`src/rtl/mash111_core.sv`:
```
// -----------------------------------------------------------------------------
// mash111_core
//
// Configurable MASH 1-1-1 delta-sigma modulator datapath. Up to three
// first-order accumulator stages are cascaded in a single cycle. Their carries
// are combined by the error-cancellation network into a signed modulus offset
// for a fractional-N divider. The accumulator width is set at run time by a
// thermometer mask (i_sum_sel) and a one-hot carry-bit select (i_cout_sel).
//
// Ports
//   i_clk            system clock
//   i_rst_n          asynchronous active-low reset
//   i_frac           fractional word (ACC_W bits)
//   i_seed           seed word; only bits [ACC_W-1:0] are used
//   i_sel_order      00 = 1st order, 01 = 2nd order, 10/11 = 3rd order
//   i_sum_sel        accumulator mask, LSB-aligned thermometer code
//   i_cout_sel       one-hot select of the carry bit (ACC_W+1 bits)
//   i_mashreseten    level: clears the modulator and loads the seed into acc1
//   i_phaseadjusten  level: each rising edge adds the seed once to stage 1
//   i_sel_frac       forces the LSB of the effective fraction to 1 (dither)
//   o_dsm_out        registered signed modulator output (two's complement)
//   o_carry          registered stage carries {c3, c2, c1}
// -----------------------------------------------------------------------------
module mash111_core #(
    parameter int ACC_W = 8,
    parameter int OUT_W = 4
) (
    input  logic             i_clk,
    input  logic             i_rst_n,
    input  logic [ACC_W-1:0] i_frac,
    input  logic [11:0]      i_seed,
    input  logic [1:0]       i_sel_order,
    input  logic [ACC_W-1:0] i_sum_sel,
    input  logic [ACC_W:0]   i_cout_sel,
    input  logic             i_mashreseten,
    input  logic             i_phaseadjusten,
    input  logic             i_sel_frac,
    output logic [OUT_W-1:0] o_dsm_out,
    output logic [2:0]       o_carry
);

    // -------------------------------------------------------------------------
    // Helpers
    // -------------------------------------------------------------------------

    // Zero-extend a single carry bit to a signed output-width value.
    function automatic logic signed [OUT_W-1:0] carry_to_signed(input logic c);
        return $signed({{(OUT_W-1){1'b0}}, c});
    endfunction

    // Error-cancellation network. Only the terms of the enabled stages take
    // part, so a stale delay value never leaks into a lower-order output.
    // The third-order span is -3..+4, which fits OUT_W = 4 without wrapping.
    function automatic logic signed [OUT_W-1:0] noise_cancel(
        input logic [1:0] order,
        input logic       c1,
        input logic       c2,
        input logic       c2_prev,
        input logic       c3,
        input logic       c3_prev,
        input logic       c3_prev2
    );
        logic signed [OUT_W-1:0] y;
        y = carry_to_signed(c1);
        if (order != 2'b00) begin
            y = y + carry_to_signed(c2) - carry_to_signed(c2_prev);
        end
        if (order[1]) begin
            y = y + carry_to_signed(c3)
                  - (carry_to_signed(c3_prev) <<< 1)
                  + carry_to_signed(c3_prev2);
        end
        return y;
    endfunction

    // -------------------------------------------------------------------------
    // State
    // -------------------------------------------------------------------------
    logic [ACC_W-1:0] acc1;
    logic [ACC_W-1:0] acc2;
    logic [ACC_W-1:0] acc3;
    logic             c2_d1;
    logic             c3_d1;
    logic             c3_d2;
    logic             phase_d;

    // -------------------------------------------------------------------------
    // Stage p0: combinational three-stage accumulate chain
    // -------------------------------------------------------------------------
    logic [ACC_W-1:0]        mask;
    logic [ACC_W-1:0]        seed_masked;
    logic [ACC_W-1:0]        frac_eff;
    logic                    phase_step;
    logic [ACC_W-1:0]        addend1_p0;
    logic [ACC_W:0]          sum1_p0;
    logic [ACC_W:0]          sum2_p0;
    logic [ACC_W:0]          sum3_p0;
    logic [ACC_W-1:0]        next1_p0;
    logic [ACC_W-1:0]        next2_p0;
    logic [ACC_W-1:0]        next3_p0;
    logic                    carry1_p0;
    logic                    carry2_p0;
    logic                    carry3_p0;
    logic                    en2;
    logic                    en3;
    logic signed [OUT_W-1:0] y_p0;

    assign mask        = i_sum_sel;
    assign seed_masked = i_seed[ACC_W-1:0] & mask;
    assign frac_eff    = (i_frac | {{(ACC_W-1){1'b0}}, i_sel_frac}) & mask;

    // Seed bits above the accumulator width carry no meaning here.
    generate
        if (ACC_W < 12) begin : g_seed_upper
            logic unused_seed_upper;
            assign unused_seed_upper = ^i_seed[11:ACC_W];
        end
    endgenerate

    // One phase step per low-to-high transition; suppressed while the
    // modulator is being cleared.
    assign phase_step = i_phaseadjusten & ~phase_d & ~i_mashreseten;
    assign addend1_p0 = phase_step ? seed_masked : frac_eff;

    assign en2 = (i_sel_order != 2'b00);
    assign en3 = i_sel_order[1];

    // Accumulator bits above the current mask are dropped before the add, so
    // a narrowed width takes effect immediately without a flush.
    assign sum1_p0   = {1'b0, acc1 & mask} + {1'b0, addend1_p0 & mask};
    assign carry1_p0 = |(sum1_p0 & i_cout_sel);
    assign next1_p0  = sum1_p0[ACC_W-1:0] & mask;

    assign sum2_p0   = {1'b0, acc2 & mask} + {1'b0, next1_p0};
    assign carry2_p0 = en2 & |(sum2_p0 & i_cout_sel);
    assign next2_p0  = en2 ? (sum2_p0[ACC_W-1:0] & mask) : '0;

    assign sum3_p0   = {1'b0, acc3 & mask} + {1'b0, next2_p0};
    assign carry3_p0 = en3 & |(sum3_p0 & i_cout_sel);
    assign next3_p0  = en3 ? (sum3_p0[ACC_W-1:0] & mask) : '0;

    assign y_p0 = noise_cancel(i_sel_order, carry1_p0, carry2_p0, c2_d1,
                               carry3_p0, c3_d1, c3_d2);

    // -------------------------------------------------------------------------
    // Stage p1: accumulator, delay-line and output registers
    // -------------------------------------------------------------------------
    always_ff @(posedge i_clk or negedge i_rst_n) begin
        if (!i_rst_n) begin
            acc1      <= '0;
            acc2      <= '0;
            acc3      <= '0;
            c2_d1     <= 1'b0;
            c3_d1     <= 1'b0;
            c3_d2     <= 1'b0;
            phase_d   <= 1'b0;
            o_dsm_out <= '0;
            o_carry   <= '0;
        end else begin
            phase_d <= i_phaseadjusten;
            if (i_mashreseten) begin
                acc1      <= seed_masked;
                acc2      <= '0;
                acc3      <= '0;
                c2_d1     <= 1'b0;
                c3_d1     <= 1'b0;
                c3_d2     <= 1'b0;
                o_dsm_out <= '0;
                o_carry   <= '0;
            end else begin
                acc1      <= next1_p0;
                acc2      <= next2_p0;
                acc3      <= next3_p0;
                // Gated carries are already zero, which clears these delays.
                c2_d1     <= carry2_p0;
                c3_d1     <= carry3_p0;
                c3_d2     <= en3 ? c3_d1 : 1'b0;
                o_dsm_out <= y_p0;
                o_carry   <= {carry3_p0, carry2_p0, carry1_p0};
            end
        end
    end

endmodule

```
`config.mk`:
```
export PLATFORM = sky130hd
export DESIGN_NAME = mash111_core
export DESIGN_NICKNAME = d
export VERILOG_FILES = /design/src/rtl/mash111_core.sv
export SDC_FILE = /design/constraint.sdc
export NUM_CORES = 1
export LEC_CHECK = 0
export CAP_MARGIN = 20
export CORE_MARGIN = 2
export CORE_UTILIZATION = 45
export CTS_CLUSTER_DIAMETER = 40
export DETAILED_ROUTE_END_ITERATION = 12
export DONT_BUFFER_PORTS = 1
export GPL_TIMING_DRIVEN = 1
export PLACE_DENSITY_LB_ADDON = 0.15
export SETUP_SLACK_MARGIN = 0.3
export SLEW_MARGIN = 20
export SYNTH_ARGS = -nofsm -noshare
export SYNTH_HDL_FRONTEND = slang
export SYNTH_SLANG_ARGS = --single-unit
```
`constraint.sdc`:
```
create_clock -name i_clk -period 14.3 [get_ports i_clk]
set_input_delay 1.43 -clock i_clk [delete_from_list [all_inputs] [get_ports i_clk]]
set_output_delay 1.43 -clock i_clk [all_outputs]
set_load 0.02 [all_outputs]
```
==> results.md <==
- Status: finished clean
- Root Driver: clkbuf_8
- FP Rows: 30
- # DRC: 0
- Critical Path AT: 7.26 ns
- Worst skew pair latency: 0.29 ns
- Max transition margin: 59.0%
- # nets final: 434
- GRT overflow: 0
- Vias per cell: 5.62
- Cell taking the most area after synthesis: dfrtp_1
- H-tree depth: 2
- Clock sinks: 33
- CP Class: primary input to register
- GPL Wtd Cong: 0.902
- Syn. warnings: 0
- Final Core Density: 49.2%
- DP HPWL: 5910 um
- Routed Antenna Nets: 0
- Total negative slack: 0 ns
- Avg Cell Area, Syn: 8.71 sq um
- DR vias: 2,547
- Gr usage total: 21.5%
- R2R cell count: 27
- Routed len/inst: 17.1 um
- Leakage: 1.66 nW
- RSZ-0062 raised after global routing: false
- CP Max Fanout: 9
- Number of global-route vias before repair: 2,591
- Post-synth top area share: 26.2%
- Hold Violations, Final: 0
- Min cycle time layout: 7.03 ns
- Post_cts resized: 0
- Final Total Pwr: 276 uW
- Layout cells sized above 1: 4.76%
- PortBufs: 0
- CP Capture Type: register
- Die Ht: 87.7 um
- Postcts setup bufs: 0
- Initial Utilization: 46.4%
- Largest net degree at the start of global routing: 34
- CTS tree: built
- Post-synth EDFFs: 0
- Synth Instances: 362
- Ys async rst share: 100%
- Synth Register Bits: 33
- Clock skew: 0.00895 ns
- CP required: 14.52 ns
- Max Root-Sink Buffers: 2
- Max Cap Violations: 0
- CTS buffer count: 5
- Synth area leaders: dfrtp_1, ha_1, and2_1
- Primary FF master, synth: dfrtp_1
- First-pass iteration count of the detailed router: 4
- Yosys cell types: 58
- Reg clk slew, reported paths: 0.07 ns
- Hold path depth: 1
- Max Freq: 0.142 GHz
- Ant diodes: 0
- Die area: 7690 sq um
- Seq/Total Area, Yosys: 26.2%
- I/O Pins: 51
- WL final: 7730 um
- Worst Hold Class: register to register
- Hold buffer count at CTS: 0
- Pwr dens: 82.8 nW/um^2
- Syn-to-layout area delta: 5.95%
- Die X: 87.7 um
- Slew @ Worst Pin: 0.614 ns
- Peak supply drop: 0.0000436 V
- Setup violators final: 0
- First DRT Iteration DRCs: 122
- Synth cell count leaders: and2_1, dfrtp_1, ha_1, nand2_1
- Tcrit/Tclk final: 49.2%
- Core Footprint: 6790 sq um
- Antenna violations before repair: 0
- Mapped cell area: 3150 sq um
- Hold Slack: 0.684 ns
- Final Max Slew Viols: 0
- First-pass GRT wire length: 12,800 um
- Post-Syn Nets: 440
- Startpoint types: primary input
[metrics by stage]
stage / worst slack (ns) / area (sq um) / cells
CTS: 7.27 / 3340 / 453
global placement: 6.98 / 3220 / 445
global route: 6.72 / 3340 / 453
floorplan: 7.23 / 3150 / 362
finish: 7.27 / 3340 / 453
detailed placement: 7.04 / 3220 / 445
[cells in the final DEF (no fill, tap or decap), types with 3 or more instances in the layout]
master,count
and2_1,33
clkbuf_8,6
a21oi_1,16
nor2_1,22
fa_1,4
nand2b_1,9
nor3b_1,6
a211oi_1,3
dfrtp_1,33
o21ai_0,10
a21o_1,7
nor3_1,6
xnor2_1,11
nand2_1,23
mux2i_1,16
and3_1,12
xor2_1,7
nand3_1,9
ha_1,30
nor2b_1,22
inv_1,18
or2_2,3
[cells by family (layout without fill, tap and decap cells)]
group | Yosys count | after routing | synth area share [%]
fa+ha+maj | 35 | 35 | 14.8
mux | 16 | 16 | 5.08
flops | 33 | 33 | 26.2
simple gates | 156 | 156 | 27.9
compound gates | 72 | 72 | 17.0
buf+inv | 32 | 27 | 4.09
xor+xnor | 18 | 18 | 5.00
[metal layers]
layer,wire length (um),global-route usage [%],vias to the layer above
li1,-,-,1275
met1,3630,29.4,1200
met2,3550,34.1,64
met3,438,4.81,8
met4,105,6.01,0
met5,0,0,-
[layout make-up]
type | instances | area (sq um)
fillers | 655 | 3450
multi-input cells | 297 | 2200
flip-flops and latches | 33 | 826
well taps | 96 | 120
clock buffers | 7 | 86.3
inverters | 18 | 67.6
clock inverters | 1 | 30.0
repair buffers | 1 | 7.51
[worst paths after layout]
path                                   startpoint                      to  slack, ns
worst max-delay path              i_phaseadjusten  o_dsm_out[0]$_DFF_PN0_       7.27
worst min-delay path              c3_d1$_DFF_PN0_         c3_d2$_DFF_PN0_       0.68
worst max register to register  phase_d$_DFF_PN0_  o_dsm_out[0]$_DFF_PN0_       8.03
worst min register to register    c3_d1$_DFF_PN0_         c3_d2$_DFF_PN0_       0.68
max in group asynchronous                 i_rst_n    o_carry[0]$_DFF_PN0_      13.38
min in group asynchronous                 i_rst_n       acc3[0]$_DFF_PN0_       0.82
[worst max-delay path, stage by stage]
cell	delay (ns)
nor3b_2	0.13
buf_4	0.18
nand2b_1	0.09
o311a_1	0.16
ha_1	0.21
inv_1	0.07
fa_1	0.43
nor2b_4	0.15
o31ai_1	0.08
xnor2_1	0.27
and2_1	0.18
ha_1	0.28
nand2_1	0.10
nor3b_1	0.05
a211oi_1	0.47
xnor2_1	0.12
nand2_1	0.10
nor2_1	0.06
ha_1	0.46
nor2b_1	0.13
a222oi_1	0.38
nand3_1	0.12
a2111oi_0	0.31
nand3_1	0.17
o31ai_1	0.30
fa_1	0.46
a21oi_1	0.15
o221a_1	0.19
[report_power, final]
part | switching (mW) | internal (mW)
sequential | 0.00697 | 0.0998
clock | 0.0383 | 0.0569
combinational | 0.0390 | 0.0356
[registers in the layout (all words and copies together), names as in the netlist]
name / count
o_dsm_out: 4
c3_d1: 1
acc2: 8
acc1: 8
c3_d2: 1
acc3: 8
o_carry: 2
phase_d: 1
(Power assumes the default switching activity.)
